$ cat src/rtl/muldiv_unit.sv
// Iterative RV32M multiply/divide unit with valid/ready handshake and kill.
// Define SRV_MULDIV_FAST_MUL_EN to compute multiplies with a single-cycle multiplier.
module muldiv_unit #(
  parameter int unsigned XLEN = 32
) (
  input  logic            clk,
  input  logic            rst,
  input  logic            in_valid,
  output logic            in_ready,
  input  logic [2:0]      opc,
  input  logic [XLEN-1:0] s1,
  input  logic [XLEN-1:0] s2,
  input  logic            kill,
  output logic            out_valid,
  input  logic            out_ready,
  output logic [XLEN-1:0] res
);

  localparam int unsigned AW = 2 * XLEN;
  localparam int unsigned CW = $clog2(XLEN);

  localparam logic [2:0] OP_MUL    = 3'd0;
  localparam logic [2:0] OP_MULH   = 3'd1;
  localparam logic [2:0] OP_MULHSU = 3'd2;
  localparam logic [2:0] OP_DIV    = 3'd4;
  localparam logic [2:0] OP_REM    = 3'd6;

  typedef enum logic [1:0] {
    IDLE = 2'd0,
    CALC = 2'd1,
    FIX  = 2'd2,
    DONE = 2'd3
  } state_e;

  state_e state_q, state_d;

  logic [2:0]      opc_q, opc_d;
  logic [XLEN-1:0] b_q, b_d;
  logic [AW-1:0]   acc_q, acc_d;
  logic [CW-1:0]   cnt_q, cnt_d;
  logic            neg_q, neg_d;
  logic            rneg_q, rneg_d;
  logic            byp_q, byp_d;
  logic [XLEN-1:0] res_q, res_d;
  logic            out_valid_q, out_valid_d;
  logic            in_ready_q, in_ready_d;

  logic            accept_c;
  logic            s1_sgn_c, s2_sgn_c, neg1_c, neg2_c;
  logic [XLEN-1:0] a_mag_c, b_mag_c;
  logic            div_zero_c, ovf_c, special_c, bypass_c;
  logic [XLEN-1:0] spec_res_c, byp_res_c;

  logic [XLEN:0]   add_c;
  logic [AW-1:0]   mul_next_c;
  logic [XLEN:0]   rem_sh_c;
  logic [XLEN+1:0] sub_c;
  logic            qbit_c;
  logic [XLEN-1:0] new_rem_c;
  logic [AW-1:0]   div_next_c;

  logic [AW-1:0]   prod_c;
  logic [XLEN-1:0] quo_c, rem_c, fix_res_c;

  assign in_ready  = in_ready_q;
  assign out_valid = out_valid_q;
  assign res       = res_q;

  assign accept_c = in_valid & in_ready_q & ~kill;

  // Operand signedness, magnitudes and the divide corner cases.
  always_comb begin : operand_prep
    s1_sgn_c   = (opc == OP_MULH) || (opc == OP_MULHSU) || (opc == OP_DIV) || (opc == OP_REM);
    s2_sgn_c   = (opc == OP_MULH) || (opc == OP_DIV) || (opc == OP_REM);
    neg1_c     = s1_sgn_c & s1[XLEN-1];
    neg2_c     = s2_sgn_c & s2[XLEN-1];
    a_mag_c    = neg1_c ? -s1 : s1;
    b_mag_c    = neg2_c ? -s2 : s2;
    div_zero_c = (s2 == '0);
    ovf_c      = (s1 == {1'b1, {(XLEN-1){1'b0}}}) && (s2 == '1) && !opc[0];
    special_c  = opc[2] & (div_zero_c | ovf_c);
    if (div_zero_c) begin
      spec_res_c = opc[1] ? s1 : '1;
    end else begin
      spec_res_c = opc[1] ? '0 : s1;
    end
  end

`ifdef SRV_MULDIV_FAST_MUL_EN
  logic signed [AW-1:0] fa_c, fb_c, fp_c;
  logic [XLEN-1:0]      fast_res_c;

  // Low 2*XLEN bits of the signed (XLEN+1)x(XLEN+1) product of extended operands.
  always_comb begin : fast_mul
    fa_c       = {{XLEN{neg1_c}}, s1};
    fb_c       = {{XLEN{neg2_c}}, s2};
    fp_c       = fa_c * fb_c;
    fast_res_c = (opc == OP_MUL) ? fp_c[XLEN-1:0] : fp_c[AW-1:XLEN];
  end

  always_comb begin : bypass_sel
    bypass_c  = special_c | ~opc[2];
    byp_res_c = special_c ? spec_res_c : fast_res_c;
  end
`else
  always_comb begin : bypass_sel
    bypass_c  = special_c;
    byp_res_c = spec_res_c;
  end
`endif

  // One radix-2 iteration: shift-add multiply or restoring divide on acc_q = {hi, lo}.
  always_comb begin : step
    add_c      = {1'b0, acc_q[AW-1:XLEN]} + (acc_q[0] ? {1'b0, b_q} : '0);
    mul_next_c = {add_c, acc_q[XLEN-1:1]};
    rem_sh_c   = acc_q[AW-1:XLEN-1];
    sub_c      = {1'b0, rem_sh_c} + {1'b0, ~{1'b0, b_q}} + (XLEN+2)'(1);
    qbit_c     = sub_c[XLEN+1];
    new_rem_c  = qbit_c ? XLEN'(sub_c[XLEN:0]) : XLEN'(rem_sh_c);
    div_next_c = {new_rem_c, acc_q[XLEN-2:0], qbit_c};
  end

  // Sign fix-up and result selection.
  always_comb begin : fixup
    prod_c = neg_q ? -acc_q : acc_q;
    quo_c  = neg_q ? -acc_q[XLEN-1:0] : acc_q[XLEN-1:0];
    rem_c  = rneg_q ? -acc_q[AW-1:XLEN] : acc_q[AW-1:XLEN];
    if (opc_q[2]) begin
      fix_res_c = opc_q[1] ? rem_c : quo_c;
    end else begin
      fix_res_c = (opc_q == OP_MUL) ? prod_c[XLEN-1:0] : prod_c[AW-1:XLEN];
    end
  end

  // State register.
  always_ff @(posedge clk) begin
    if (rst) begin
      state_q <= IDLE;
    end else begin
      state_q <= state_d;
    end
  end

  // Next state; bypassed results pass through FIX so all paths register out_valid alike.
  always_comb begin : next_state
    state_d = state_q;
    case (state_q)
      IDLE:    if (accept_c) state_d = bypass_c ? FIX : CALC;
      CALC:    if (cnt_q == '0) state_d = FIX;
      FIX:     state_d = DONE;
      DONE:    if (out_ready) state_d = IDLE;
      default: state_d = IDLE;
    endcase
    if (kill) begin
      state_d = IDLE;
    end
  end

  // Datapath and registered-output next values.
  always_comb begin : outputs
    opc_d  = opc_q;
    b_d    = b_q;
    acc_d  = acc_q;
    cnt_d  = cnt_q;
    neg_d  = neg_q;
    rneg_d = rneg_q;
    byp_d  = byp_q;
    res_d  = res_q;
    case (state_q)
      IDLE: begin
        if (accept_c) begin
          opc_d  = opc;
          b_d    = b_mag_c;
          acc_d  = {{XLEN{1'b0}}, bypass_c ? byp_res_c : a_mag_c};
          cnt_d  = CW'(XLEN - 1);
          neg_d  = neg1_c ^ neg2_c;
          rneg_d = neg1_c;
          byp_d  = bypass_c;
        end
      end
      CALC: begin
        acc_d = opc_q[2] ? div_next_c : mul_next_c;
        if (cnt_q != '0) begin
          cnt_d = cnt_q - CW'(1);
        end
      end
      FIX: begin
        if (!kill) begin
          res_d = byp_q ? acc_q[XLEN-1:0] : fix_res_c;
        end
      end
      default: ;
    endcase
    out_valid_d = (state_d == DONE);
    in_ready_d  = (state_d == IDLE);
  end

  // Datapath and output registers.
  always_ff @(posedge clk) begin
    if (rst) begin
      opc_q       <= '0;
      b_q         <= '0;
      acc_q       <= '0;
      cnt_q       <= '0;
      neg_q       <= 1'b0;
      rneg_q      <= 1'b0;
      byp_q       <= 1'b0;
      res_q       <= '0;
      out_valid_q <= 1'b0;
      in_ready_q  <= 1'b0;
    end else begin
      opc_q       <= opc_d;
      b_q         <= b_d;
      acc_q       <= acc_d;
      cnt_q       <= cnt_d;
      neg_q       <= neg_d;
      rneg_q      <= rneg_d;
      byp_q       <= byp_d;
      res_q       <= res_d;
      out_valid_q <= out_valid_d;
      in_ready_q  <= in_ready_d;
    end
  end

endmodule
$ cat config.mk
export PLATFORM = sky130hd
export DESIGN_NAME = muldiv_unit
export DESIGN_NICKNAME = d
export VERILOG_FILES = /design/src/rtl/muldiv_unit.sv
export SDC_FILE = /design/constraint.sdc
export NUM_CORES = 1
export LEC_CHECK = 0
export BUFFER_PORTS_ARGS = -buffer_cell sky130_fd_sc_hd__buf_4
export CAP_MARGIN = 30
export CORE_MARGIN = 3
export CORE_UTILIZATION = 57
export CTS_BUF_LIST = sky130_fd_sc_hd__clkbuf_2
export CTS_CLUSTER_SIZE = 24
export DETAILED_ROUTE_END_ITERATION = 8
export PLACE_DENSITY = 0.79
export SYNTH_ARGS = -nofsm -noshare
export SYNTH_HDL_FRONTEND = slang
export SYNTH_SLANG_ARGS = --single-unit
$ cat constraint.sdc
create_clock -name clk -period 4.09 [get_ports clk]
set_input_delay 0.409 -clock clk [delete_from_list [all_inputs] [get_ports clk]]
set_output_delay 0.409 -clock clk [all_outputs]
set_load 0.01 [all_outputs]
# Word-level counts from Yosys, hierarchy flattened
# Cells that the tools add are included.
# W data, S select, Z words.
[word_totals] register_bits=143 romBits=0 latch_bits=0 n_memories=0 ram_bits=0 input_bits=72
[op_classes] reduce_logical=19 order_cmp=0 add_sub_neg=9 n_eq_ne=12 mux=27 div_mod_pow=0 n_mul=0 n_bitwise=9 shift=0
[ops] op="$mux W32" n=14
[ops] op="$mux W64" n=3
[ops] op="$neg A32 Y32" n=4
[ops] op="$pmux W64 S2" n=1
[ops] op="$eq A32 B32 Y1 const B" n=2
[ops] op="$neg A64 Y64" n=1
[ops] op="$add A33 B33 Y34" n=1
[ops] op="$add A34 B1 Y34 const B" n=1
[ops] op="$add A32 B32 Y33" n=1
[ops] op="$not A32 Y33" n=1
[ops] op="$logic_not A32 Y1" n=1
[ops] op="$mux W2" n=5
[ops] op="$mux W5" n=2
[ops] op="$pmux W5 S2" n=1
[ops] op="$pmux W2 S4" n=1
[ops] op="$eq A2 B2 Y1 const B" n=3
[ops] op="$eq A3 B3 Y1 const B" n=2
[ops] op="$reduce_and A2 Y1" n=3
[ops] op="$and A1 B1 Y1" n=5
[ops] op="$logic_not A5 Y1" n=1
[ops] op="$logic_or A1 B1 Y1" n=5
[ops] op="$reduce_bool A5 Y1" n=1
[ops] op="$sub A5 B1 Y5 const B" n=1
[ops] op="$logic_not A2 Y1" n=2
[ops] op="other kinds (12)" n=14

# Logic depth before layout (Yosys ltp)
[logic_depth] ltp_word=10 ltp_mapped=15

# Least setup slack after synthesis
# OpenSTA, ideal clock, no wires.
[synth_path] path_kind="register to register" from="register acc_q[0]" to="register acc_q[58]" setup_time_ps=127 t_required_ps=3963 period_less_slack_ps=3525 path_stages_with_launch=16 path_buffers=3 t_arrival_ps=3398 slack_ps=565 path_cell_list="dfxtp_1 > clkbuf_1 > inv_1 > clkbuf_1 > nor2_1 > ha_1 > clkbuf_1 > a21o_1 > a221o_1 > or3_1 > a31oi_1 > o21a_1 > o21ai_0 > a2111o_1 > a32oi_1 > o21ai_0"
[synth_via] elab_chain_cells=4
[synth_rtl] element="start, declared" line="39" rtl="logic [AW-1:0] acc_q, acc_d;"
[synth_rtl] element="start signal, assigned" line="203" rtl="acc_q <= '0;"
[synth_rtl] element="start signal, assigned" line="214" rtl="acc_q <= acc_d;"
[synth_rtl] element="$mux W32" line="114" rtl="add_c = {1'b0, acc_q[AW-1:XLEN]} + (acc_q[0] ? {1'b0, b_q} : '0);"
[synth_rtl] element="$add A32 B32 Y33" line="114"
[synth_rtl] element="$mux W64" line="182" rtl="acc_d = opc_q[2] ? div_next_c : mul_next_c;"
[synth_rtl] element="$pmux W64 S2" line="169" rtl="case (state_q)"
# No other way between the ends.
# A chain may end at the register's enable or synchronous reset.

# Worst setup path in the final report
[layout_path] from="register acc_q[0]" to="register acc_q[56]"
# The elaborated chain is that of the path after synthesis.

==> run metrics <==
status=finished, final reports clean; final hold violations=0; # H-tree levels=4; clk slew on worst S/H paths=approximately 0.27 ns; CTS tree=done; Most used DFF post-synth=dfxtp_1; Vias/cell=between 6 and 7; Final Net Count=2360; Worst Tran Pin Value=roughly 1.1 ns; Finished Cell Area=16730 sq um; Req. time, crit path=~4.8 ns; Die Span Y=approximately 170 microns; Num CTS Buffers=17; Tcrit/Tclk final=between 90% and 100%; commonest non-fill, non-tap cell in the layout=nor2_1; post-DR wirelength/cell=~22 microns; clk_lat worst skew=roughly 0.8 ns; Core Box Area=25400 sq um; Initial DRC Count=between 2000 and 2500; Reg2Reg Setup Slack=between 0.3 and 0.4 ns; Longest Clk Path Bufs=2; HPWL after DPL=between 40 and 50 mm; FF-to-FF path depth=12; Pwr Total=between 3 and 4 mW; Antenna Nets Post-Route=0; maximum fanout along the worst path=10; Static Leak=about 6.6 nW; Max Cap Violations=0; die span in x=167.5 microns; Worst Setup SP=acc_q[0]; final non-filler cell total=2558; Seq/Total Area, Yosys=between 10% and 20%; RR Startpoint=acc_q[0]; Die Footprint=28040 sq um; Max Freq=~0.27 GHz; # DRC=0; type of the worst setup path=reg -> reg; final slew viol count=0; Core Rows=a little under 60; placed cells=approximately 2500; Max VDD drop=about 0.00017 V; largest net degree at the start of global routing=approximately 80; Vias=approximately 17000; syn nets=between 2000 and 2500; placed cell areas=15980 sq um; Worst Setup EP=acc_q[56]; startpoint types=flip-flop; synthesis-stage register bit count=between 100 and 150; Initial Utilization=between 50 and 60%; Yosys Warn Count=0; antenna violations before repair=1; asr flop ratio synth=0%; total track usage=38.02%; synthesis-to-finish area growth=12.56%; fill count=2308; final clock skew=slightly above 0.08 ns; Clock Sinks=~140; Syn Inst Count=~2100; number of flops mapped to enable cells by yosys=0; number of global-route vias before repair=15710; RSZ-0062 raised after global routing=false; pwr dens=between 200 and 250 nW/um^2; Setup Viol. Count Final=0; 1st-pass router iterations=9; most frequent cells in the layout=nor2_1, nand2_1, a21oi_1; Critical R2R Capture=acc_q[56]; Multi-input gate area=~11000 sq um; slew margin rel.=29.07%; post-route core utilization=65.86%; synthesized area=14860 sq um; layout cells sized above 1=between 10% and 20%; Reg area=~2900 sq um; num ports=approximately 110; Detailed Route WL=between 50 and 60 mm; Avg Synthesized Cell Area=6.947 sq um; CTS root buf=clkbuf_2; Port Buffers=around 110; Period minus WS final=3.767 ns; crit end category=flip-flop; GPL Wtd Cong=1.062; Hold Crit Class=in -> reg; Setup TNS Final=0 ns; Yosys cell types=just under 90; worst path arrival time=between 4 and 5 ns; global route total overflow=0; first-pass GRT wire length=~87 mm
## cell usage after synthesis (11+ instances only)
library cell  count  area [sq um]
o31ai_1          31         232.7
a211oi_1         62         465.5
o41ai_1          11         96.34
xor2_1           67         586.8
nor3_1           64         320.3
or4_1            16         120.1
mux2_2           12         135.1
and3_1           15         93.84
nor2_1          226         848.3
clkbuf_1        155         581.8
inv_1            65         244.0
buf_2            15         75.07
a31oi_1          23         143.9
o221ai_1         16         140.1
nand4_1          24         150.1
nand2b_1         23         143.9
o211ai_1         27         202.7
nor4_1           26         162.7
o21a_1           17         127.6
nand2_1         198         743.2
xnor2_1          93         814.5
nand3_1          50         250.2
mux2i_1          32         320.3
o21ai_0         194         970.9
or2_2            12         75.07
a21o_1           31         232.7
a21oi_1         194         970.9
dfxtp_1         143          2863
or3_1            27         168.9
ha_1             71         888.4
a211o_1          16         140.1
## through the flow
step	hold WS, ns	setup WS [ns]
2_1_floorplan	0.4319	0.5654
3_3_place_gp	0.4401	0.4075
3_5_place_dp	0.4475	0.2856
4_1_cts	0.006770	0.2409
5_1_grt	0.004194	0.1391
6_report	0.03547	0.3230
## timing repair
action	CTS	global route
hold endpoints to repair	49	0
setup buffers	0	3
resized for setup	0	1
hold buffers	49	0
endpoints found under the setup margin	0	1
## state kept, by name (all words and copies together), names as in the netlist
name       flops
byp_q          1
acc_q         64
state_q        2
res           32
out_valid      1
opc_q          3
in_ready       1
neg_q          1
cnt_q          5
b_q           32
rneg_q         1
## cells by family after synthesis
logic type                 after synthesis  synth area share, %
xor gates and xnor gates               160                9.430
adders and majority gates               73                6.247
DFF                                    143                19.26
and+or+nand+nor                        730                23.52
buffers and inverters                  251                6.534
AOI/OAI and AO/OA                      738                31.94
muxes                                   44                3.065
## power by group
part	switching, mW	internal (mW)	total [mW]
clock	0.663	0.241	0.904
combinational	0.876	0.555	1.43
sequential	0.0687	1.45	1.52
total	1.61	2.25	3.85
## layer usage
metal / vias up / track usage (%) / routed length (microns)
met3: 183 / 5.642 / 5814
met2: 1032 / 57.80 / 23750
met1: 7944 / 54.45 / 23670
met4: 0 / 14.55 / 2319
li1: 7985 / - / -
met5: - / 0 / 0
## worst min path at each step
stage	startpoint	end	slack, ns	depth (start not counted)
after detailed placement	b_q[31]	b_q[31]	0.45	2
after CTS	s1[30]	acc_q[30]	0.007	4
after floorplan	b_q[31]	b_q[31]	0.43	2
final	s1[13]	acc_q[13]	0.04	4
after global routing	s1[30]	acc_q[30]	0.004	4
after global placement	b_q[31]	b_q[31]	0.44	2
## worst max-delay path, stage by stage (launching register included)
cell	delay [ns]
dfxtp_1	0.44
clkinvlp_4	0.22
nor2_1	0.15
ha_1	0.31
and4_1	0.28
a221o_1	0.31
or3_1	0.37
a31oi_1	0.30
o21a_1	0.28
o21ai_0	0.23
a31oi_1	0.29
mux2_2	0.36
o31ai_1	0.17
## final cells by class
class / instances / share of cell area [%]
clock inverter: 14 / 0.8602
clock buffer: 17 / 0.5086
inverter: 68 / 1.548
tap: 330 / 2.468
antenna: 1 / 0.01496
sequential: 143 / 17.14
timing repair buffer: 240 / 11.49
multi-input combinational: 1745 / 65.97
Power figures use the tool's default switching activity.
